File: config.mk
export PLATFORM = sky130hd
export DESIGN_NAME = ps2_rx_fifo
export DESIGN_NICKNAME = d
export VERILOG_FILES = /design/src/rtl/ps2_rx_fifo.sv
export SDC_FILE = /design/constraint.sdc
export NUM_CORES = 1
export LEC_CHECK = 0
export CAP_MARGIN = 20
export CELL_PAD_IN_SITES_DETAIL_PLACEMENT = 1
export CELL_PAD_IN_SITES_GLOBAL_PLACEMENT = 2
export CORE_ASPECT_RATIO = 0.6
export CORE_UTILIZATION = 47
export CTS_BUF_LIST = sky130_fd_sc_hd__clkbuf_8
export DETAILED_ROUTE_END_ITERATION = 10
export PLACE_DENSITY = 0.87
export REMOVE_ABC_BUFFERS = 1
export SYNTH_ARGS = -nofsm -noshare
export SYNTH_HDL_FRONTEND = slang
export SYNTH_SLANG_ARGS = --single-unit
File: constraint.sdc
create_clock -name clk -period 4.3 [get_ports clk]
set_input_delay 0.645 -clock clk [delete_from_list [all_inputs] [get_ports clk]]
set_output_delay 0.645 -clock clk [all_outputs]
set_load 0.01 [all_outputs]
File: src/rtl/ps2_rx_fifo.sv
// ps2_rx_fifo: PS/2 frame receiver with show-ahead byte FIFO; PS2_RX_TIMEOUT_EN enables mid-frame abort
module ps2_rx_fifo #(
  parameter int FIFO_AW = 4,
  parameter int FILTER_LEN = 8,
  parameter int TIMEOUT_CYC = 5000
) (
  input  logic               clk,
  input  logic               reset,
  input  logic               ps2_clk,
  input  logic               ps2_data,
  input  logic               pop,
  input  logic               clr_err,
  output logic [7:0]         rd_data,
  output logic               valid,
  output logic [FIFO_AW:0]   count,
  output logic               int_req,
  output logic               frame_err,
  output logic               overflow
);
  localparam int FW = $clog2(FILTER_LEN);
  localparam logic [FW-1:0] F_MAX = FW'(FILTER_LEN - 1);
  localparam logic [FIFO_AW:0] DEPTH = (FIFO_AW + 1)'(2 ** FIFO_AW);
  typedef enum logic [1:0] {IDLE, DATA, PARITY, STOP} state_t;
  state_t state;
  logic [1:0] ck_s, dt_s;
  logic [FW-1:0] fcnt;
  logic filt, filt_d, strike, d, tmo, frame_ok, push, full, empty, do_pop, do_push, err_set;
  logic [2:0] bitcnt;
  logic [7:0] sh;
  logic par;
  logic [FIFO_AW:0] wr_ptr, rd_ptr;
  logic [7:0] mem [2 ** FIFO_AW];
  always_comb begin
    d = dt_s[1];
    strike = filt_d & ~filt;
    count = wr_ptr - rd_ptr;
    empty = count == '0;
    full = count == DEPTH;
    valid = !empty;
    rd_data = empty ? 8'h00 : mem[rd_ptr[FIFO_AW-1:0]];
    frame_ok = d && ^{sh, par};
    push = strike && state == STOP && frame_ok;
    do_pop = pop && !empty;
    do_push = push && (!full || do_pop);
    err_set = tmo || (strike && ((state == IDLE && d) || (state == STOP && !frame_ok)));
  end
  always_ff @(posedge clk) begin
    if (reset) begin
      ck_s <= 2'b11;
      dt_s <= 2'b11;
      filt <= 1'b1;
      filt_d <= 1'b1;
      fcnt <= '0;
    end else begin
      ck_s <= {ck_s[0], ps2_clk};
      dt_s <= {dt_s[0], ps2_data};
      filt_d <= filt;
      fcnt <= (ck_s[1] == filt || fcnt == F_MAX) ? '0 : fcnt + 1'b1;
      filt <= (ck_s[1] != filt && fcnt == F_MAX) ? ck_s[1] : filt;
    end
  end
  always_ff @(posedge clk) begin
    if (reset || tmo) begin
      state <= IDLE;
      bitcnt <= '0;
      sh <= '0;
      par <= 1'b0;
    end else if (strike) begin
      case (state)
        IDLE: begin
          state <= d ? IDLE : DATA;
          bitcnt <= '0;
        end
        DATA: begin
          sh <= {d, sh[7:1]};
          bitcnt <= bitcnt + 1'b1;
          state <= bitcnt == 3'd7 ? PARITY : DATA;
        end
        PARITY: begin
          par <= d;
          state <= STOP;
        end
        STOP: state <= IDLE;
      endcase
    end
  end
  always_ff @(posedge clk) if (do_push) mem[wr_ptr[FIFO_AW-1:0]] <= sh;
  always_ff @(posedge clk) begin
    if (reset) begin
      wr_ptr <= '0;
      rd_ptr <= '0;
      int_req <= 1'b0;
      frame_err <= 1'b0;
      overflow <= 1'b0;
    end else begin
      wr_ptr <= wr_ptr + (FIFO_AW + 1)'(do_push);
      rd_ptr <= rd_ptr + (FIFO_AW + 1)'(do_pop);
      int_req <= do_push;
      frame_err <= (frame_err & ~clr_err) | err_set;
      overflow <= (overflow & ~clr_err) | (push & full & ~do_pop);
    end
  end
`ifdef PS2_RX_TIMEOUT_EN
  localparam int TW = $clog2(TIMEOUT_CYC + 1);
  localparam logic [TW-1:0] T_MAX = TW'(TIMEOUT_CYC);
  logic [TW-1:0] tcnt;
  always_ff @(posedge clk) tcnt <= (reset || state == IDLE || strike || tmo) ? '0 : tcnt + 1'b1;
  always_comb tmo = tcnt == T_MAX;
`else
  always_comb tmo = TIMEOUT_CYC < 0;
`endif
endmodule

==> impl_metrics.csv, run 1 <==
group,metric,value,unit
run_status,status,"finished, final reports clean",
power_and_ir_drop,p_leak,0.00264,uW
placement,place_congestion,0.752,
detailed_routing,vias,3820,
clock_network,cts_tree,"done",
clock_network,cts_root_buf,"clkbuf_8",
layout,post-route-util,55.9,%
detailed_routing,ant_nets,0,
global_route,antenna_found_initial,0,
yosys,synthDistinctLibCells,45,
global_route,use_met1,35.9,%
timing,worst_slack,240,ps
yosys,synth_area_leaders,"edfxtp_1 57%, dfxtp_1 11%, mux4_2 11%",
worst_setup_path,arrival,3410,ps
worst_setup_path,crit-reg2reg-launch,"wr_ptr[0]",
worst_setup_path,required,3650,ps
yosys,synth_top_area_share,56.7,%
timing,fin_crit,4060,ps
die,die_h,95.1,um
global_route,grt.overflow.total,0,
min_path,holdCritPathClass,"flip-flop to flip-flop",
detailed_routing,first_iter_violations,297,
worst_setup_path,critPathKind,"flip-flop to primary output",
die,die_width,157,um
die,dieArea,14900,um2
worst_setup_path,cp_slowest_cell,"clkdlybuf4s50_1",
die,row_count,33,
detailed_routing,dr.pass1.iters,4,
yosys,netlist_instances,433,
yosys,ys_async_sr_fraction,0,%
global_route,busiest_layer,"met1",
placement,port_buffers,22,
worst_setup_path,max_stage_delay,590,ps
timing,worst_slew_pin_slew,1040,ps
worst_setup_path,critPathMaxFanout,10,
die,start_util,48.9,%
run,max_cap_viol_count,0,
timing,setup_viol,0,
layout,drive_gt1_share,23.2,%
power_and_ir_drop,power_density,481,nW/um2
global_route,grt_pass1_vias,4010,
detailed_routing,drc_errors,0,
clock_network,numClockSinks,164,
power_and_ir_drop,ir_drop,0.204,mV
clock_network,cts.clk_slew.worst_paths,100,ps
worst_setup_path,path_cells,"clkinvlp_4, fa_1, a21o_2, a21oi_1, xor2_2, inv_1, a21oi_4, buf_12, a211oi_1, clkdlybuf4s50_1",
die,io_pins,23,
clock_network,clock_tree.buffer_depth,2,
timing,fmax,246,MHz
timing,rsz0062_at_grt,"false",
yosys,ys_warn_count,0,
clock_network,ctsHoldBuffers,0,
power_and_ir_drop,fin_total_pwr,3730,uW
clock_network,numCtsBuffers,17,
timing,clock-skew-final,18.6,ps
clock_network,h-tree-depth,4,
global_route,grt_max_degree,34,
timing,maxSlewViolCount,0,
layout,num_antenna_cells,0,
placement,dp_slack,421,ps
layout,layout.nets,499,
worst_setup_path,end_kind,"primary output",
yosys,yosysTopAreaCell,"edfxtp_1",
yosys,avgSynthCellArea,15.7,um2
global_route,grt_pass1_wl,24200,um
yosys,synthFlopType,"edfxtp_1",
timing,fin_crit_sh,94.4,%
die,core,13900,um2
yosys,ys_seq_area_share,67.3,%
worst_setup_path,cp-start-kind,"flip-flop",
worst_setup_path,crit_family,"buffers and inverters",
clock_network,clock_latency,450,ps
worst_setup_path,cp_num_buf_inv,4,
global_route,gr-usage-met3,4.91,%
detailed_routing,wl,15800,um
placement,hpwl,10800,um
detailed_routing,wl_per_cell,23.1,um
min_path,min-delay-start,"dt_s[0]",
layout,areaGrowthSynthToFinish,14.4,%
detailed_routing,via_per_inst,5.58,
yosys,synth_edf_count,128,
global_route,gr-usage-met2,34.4,%
worst_setup_path,cp-startpoint,"rd_ptr[1]",
timing,relSlewSlack,30.5,%
yosys,synth_area,6780,um2
timing,hold_viol_final,0,
yosys,ys_ff_latch,164,
global_route,groute.usage.overall,23.5,%
-- through the flow --
| stage | instance area (um2) | hold WS, ps | setup TNS [ps] | cells |
|---|---|---|---|---|
| 4_1_cts | 7730 | 418 | 0 | 683 |
| 3_3_place_gp | 7330 | 394 | 0 | 651 |
| 5_1_grt | 7760 | 438 | 0 | 684 |
| 6_report | 7760 | 418 | 0 | 684 |
| 2_1_floorplan | 6690 | 389 | -13000 | 413 |
| 3_5_place_dp | 7330 | 395 | 0 | 652 |
-- Yosys cell counts, types with 2 or more instances --
master / n
ha_1: 12
nand2_1: 46
nor2b_1: 9
clkinv_1: 2
inv_1: 10
xor2_1: 6
mux2i_1: 10
and3_1: 9
and2_1: 2
a21oi_1: 16
nor3_2: 10
clkbuf_1: 15
edfxtp_1: 128
nor3_1: 10
nand2b_1: 2
nand3_1: 13
nor2_1: 16
xnor2_1: 11
buf_2: 3
a211oi_1: 8
or2_2: 5
dfxtp_1: 36
mux4_2: 32
-- worst paths after layout --
kind	to	slack (ps)	depth (start not counted)
worst max-delay path	rd_data[3]	240	10
worst min-delay path	dt_s[1]	420	1
worst max register to register	wr_ptr[4]	820	13
worst min register to register	dt_s[1]	420	1
-- cell type report --
class / instances / area, um2
fillers: 1327 / 6110
flip-flops and latches: 164 / 4570
multi-input cells: 236 / 2090
repair buffers: 48 / 425
well taps: 192 / 240
clock buffers: 17 / 234
clock inverters: 14 / 153
inverters: 13 / 52.6
-- power by group --
| group | internal [uW] | leakage (uW) | total, uW | switching (uW) |
|---|---|---|---|---|
| Clock | 523 | 0.000198 | 1110 | 590 |
| Combinational | 458 | 0.000961 | 918 | 461 |
| Sequential | 1690 | 0.00148 | 1700 | 7.91 |
| Total | 2670 | 0.00264 | 3730 | 1060 |
-- state kept, by name, summed over array words and instances (netlist names), named ones only --
signal,cells
filt_d,1
int_req,1
par,1
state,1
dt_s,2
rd_ptr,5
wr_ptr,5
mem,128
sh,8
fcnt,3
frame_err,1
filt,1
ck_s,2
bitcnt,3
overflow,1
-- cells by family (layout without fill, tap and decap cells) --
family | Yosys count | count (layout) | synth area share (%)
compound gates | 34 | 34 | 3.43
xor+xnor | 18 | 18 | 2.53
fa+ha+maj | 13 | 13 | 2.51
buf+inv | 33 | 92 | 2.16
flops | 164 | 164 | 67.3
mux | 42 | 42 | 12.1
simple gates | 129 | 129 | 9.98
-- metal layers --
metal / share of wire (%) / wire length (um)
met3: 4.3 / 683
met5: 0 / 0
met1: 50 / 7940
met2: 45 / 7040
met4: 0.89 / 140
-- cell usage in the layout (no fill, tap or decap), types with 11 or more instances in the layout --
cell             instances
ha_1                    12
buf_4                   24
nand3_1                 13
mux4_2                  32
a21oi_1                 16
nor2_1                  16
clkdlybuf4s50_1         22
clkbuf_8                17
inv_1                   11
nand2_1                 46
edfxtp_1               128
xnor2_1                 11
dfxtp_1                 34
-- what timing repair did --
action | CTS | global route
resized for setup | 1 | 3
setup buffers | 0 | 1
setup endpoints to repair | 9 | 9
endpoints found under the hold margin | 0 | 0
pin swaps | 0 | 1
Power figures use the tool's default switching activity.
==> run 2, diff against run 1 <==
Settings changed: CORE_UTILIZATION 47 to 30, PLACE_DENSITY 0.87 to 0.62.
==> impl_metrics.csv, run 2 (same netlist as run 1, synthesis figures left out) <==
group,metric,value,unit
run_status,status,"finished, final reports clean",
detailed_routing,vias,3734,
global_route,groute.usage.overall,14.5,%
die,die_h,118,um
timing,rsz0062_at_grt,"false",
timing,fmax,246,MHz
detailed_routing,wl,15600,um
global_route,grt_pass1_wl,24100,um
detailed_routing,via_per_inst,4.64,
detailed_routing,dr.pass1.iters,4,
timing,setup_viol,0,
worst_setup_path,cp_slowest_cell,"or4b_4",
clock_network,numCtsBuffers,17,
layout,areaGrowthSynthToFinish,17.1,%
layout,post-route-util,35.9,%
layout,final_common_cell,"edfxtp_1",
detailed_routing,first_iter_violations,218,
die,start_util,30.7,%
placement,dp_slack,459,ps
global_route,grt.overflow.total,0,
placement,hpwl,10800,um
layout,layout_common_cells,"128 x edfxtp_1, 46 x nand2_1, 35 x dfxtp_1",
worst_setup_path,end_kind,"primary output",
worst_setup_path,critPathMostFrequentCell,"inv_1",
clock_network,clock_tree.buffer_depth,2,
worst_setup_path,arrival,3430,ps
detailed_routing,ant_nets,0,
clock_network,clock_latency,460,ps
min_path,holdCritPathClass,"flip-flop to flip-flop",
clock_network,cts_root_buf,"clkbuf_8",
layout,layout.nets,502,
power_and_ir_drop,p_leak,0.00267,uW
timing,clock-skew-final,12.4,ps
worst_setup_path,crit_family,"buffers and inverters",
placement,port_buffers,22,
worst_setup_path,path_cells,"inv_1, ha_1, inv_1, fa_1, nor3_2, or4b_4, a21oi_4, buf_12, a211oi_1, clkdlybuf4s50_1",
clock_network,numClockSinks,164,
die,die_width,196,um
global_route,grt_max_degree,34,
worst_setup_path,required,3650,ps
run,max_cap_viol_count,0,
timing,tns,0,ps
detailed_routing,drc_errors,0,
timing,fin_crit,4070,ps
timing,worst_slew_pin_slew,887,ps
clock_network,cts_tree,"done",
layout,fill_cells,2277,
layout,largest_reg_flops,128,
worst_setup_path,critPathMaxFanout,10,
die,io_pins,23,
clock_network,h-tree-depth,4,
power_and_ir_drop,ir_drop,0.181,mV
detailed_routing,wl_per_cell,19.4,um
power_and_ir_drop,power_density,474,nW/um2
layout,num_antenna_cells,0,
die,row_count,42,
worst_setup_path,cp-start-kind,"flip-flop",
layout,seqCellArea,4570,um2
timing,worst_slack,227,ps
die,core,22100,um2
power_and_ir_drop,fin_total_pwr,3770,uW
global_route,grt_pass1_vias,4036,
timing,fin_crit_sh,94.7,%
die,dieArea,23200,um2
global_route,antenna_found_initial,0,
timing,hold_viol_final,0,
layout,drive_gt1_share,23.0,%
layout,multiInputGateArea,2080,um2
clock_network,cts.clk_slew.worst_paths,90,ps
worst_setup_path,max_stage_delay,540,ps
worst_setup_path,cp_num_buf_inv,4,
worst_setup_path,reg2reg_slack,930,ps
timing,relSlewSlack,40.7,%
worst_setup_path,critPathKind,"flip-flop to primary output",
placement,place_congestion,0.790,
timing,maxSlewViolCount,0,
## run 2: cell type report
class | count | share of cell area, %
sequential | 164 | 57.5
multi-input combinational | 236 | 26.2
timing repair buffer | 51 | 5.67
tap | 308 | 4.85
clock buffer | 17 | 2.95
clock inverter | 15 | 2.27
inverter | 13 | 0.614
## run 2: stage by stage
stage	instances	area [um2]	hold WS [ps]
2_1_floorplan	413	6690	389
3_3_place_gp	771	7500	393
3_5_place_dp	771	7500	396
4_1_cts	803	7920	418
5_1_grt	804	7940	436
6_report	804	7940	417
## run 2: report_power, final
| part | switching, uW | leakage [uW] | internal [uW] |
|---|---|---|---|
| registers | 5.08 | 0.00148 | 1690 |
| clock network | 594 | 0.000211 | 581 |
| logic | 440 | 0.000977 | 454 |
## run 2: per-layer routing
layer  track usage, %  up-vias  part of all wire (%)
met4             4.69        0                   1.5
met2             21.4       62                    43
met3             3.88       16                   5.2
li1                 -     1729                     -
met1             20.7     1927                    50
met5                0        -                     0
## run 2: timing repair
action,CTS,global route
setup buffers,0,1
endpoints found under the setup margin,9,7
cloned,0,0
pin swaps,0,1
resized for setup,1,0
hold buffers,0,0
## run 2: worst register-to-register path, stage by stage, from the launching register on
cell	delay, ps
dfxtp_1	480
inv_1	100
ha_1	230
inv_1	70
fa_1	450
nor3_2	220
or4b_4	540
a21oi_4	170
buf_12	150
nor2b_1	50
ha_1	200
ha_1	220
nand3_1	160
xor2_1	160
nor2_1	50
## run 2: worst paths after layout
check | start | to | depth (start not counted)
worst min-delay path | ck_s[0] | ck_s[1] | 1
worst max register to register | wr_ptr[0] | rd_ptr[4] | 14
worst max-delay path | wr_ptr[0] | rd_data[4] | 10
worst min register to register | ck_s[0] | ck_s[1] | 1
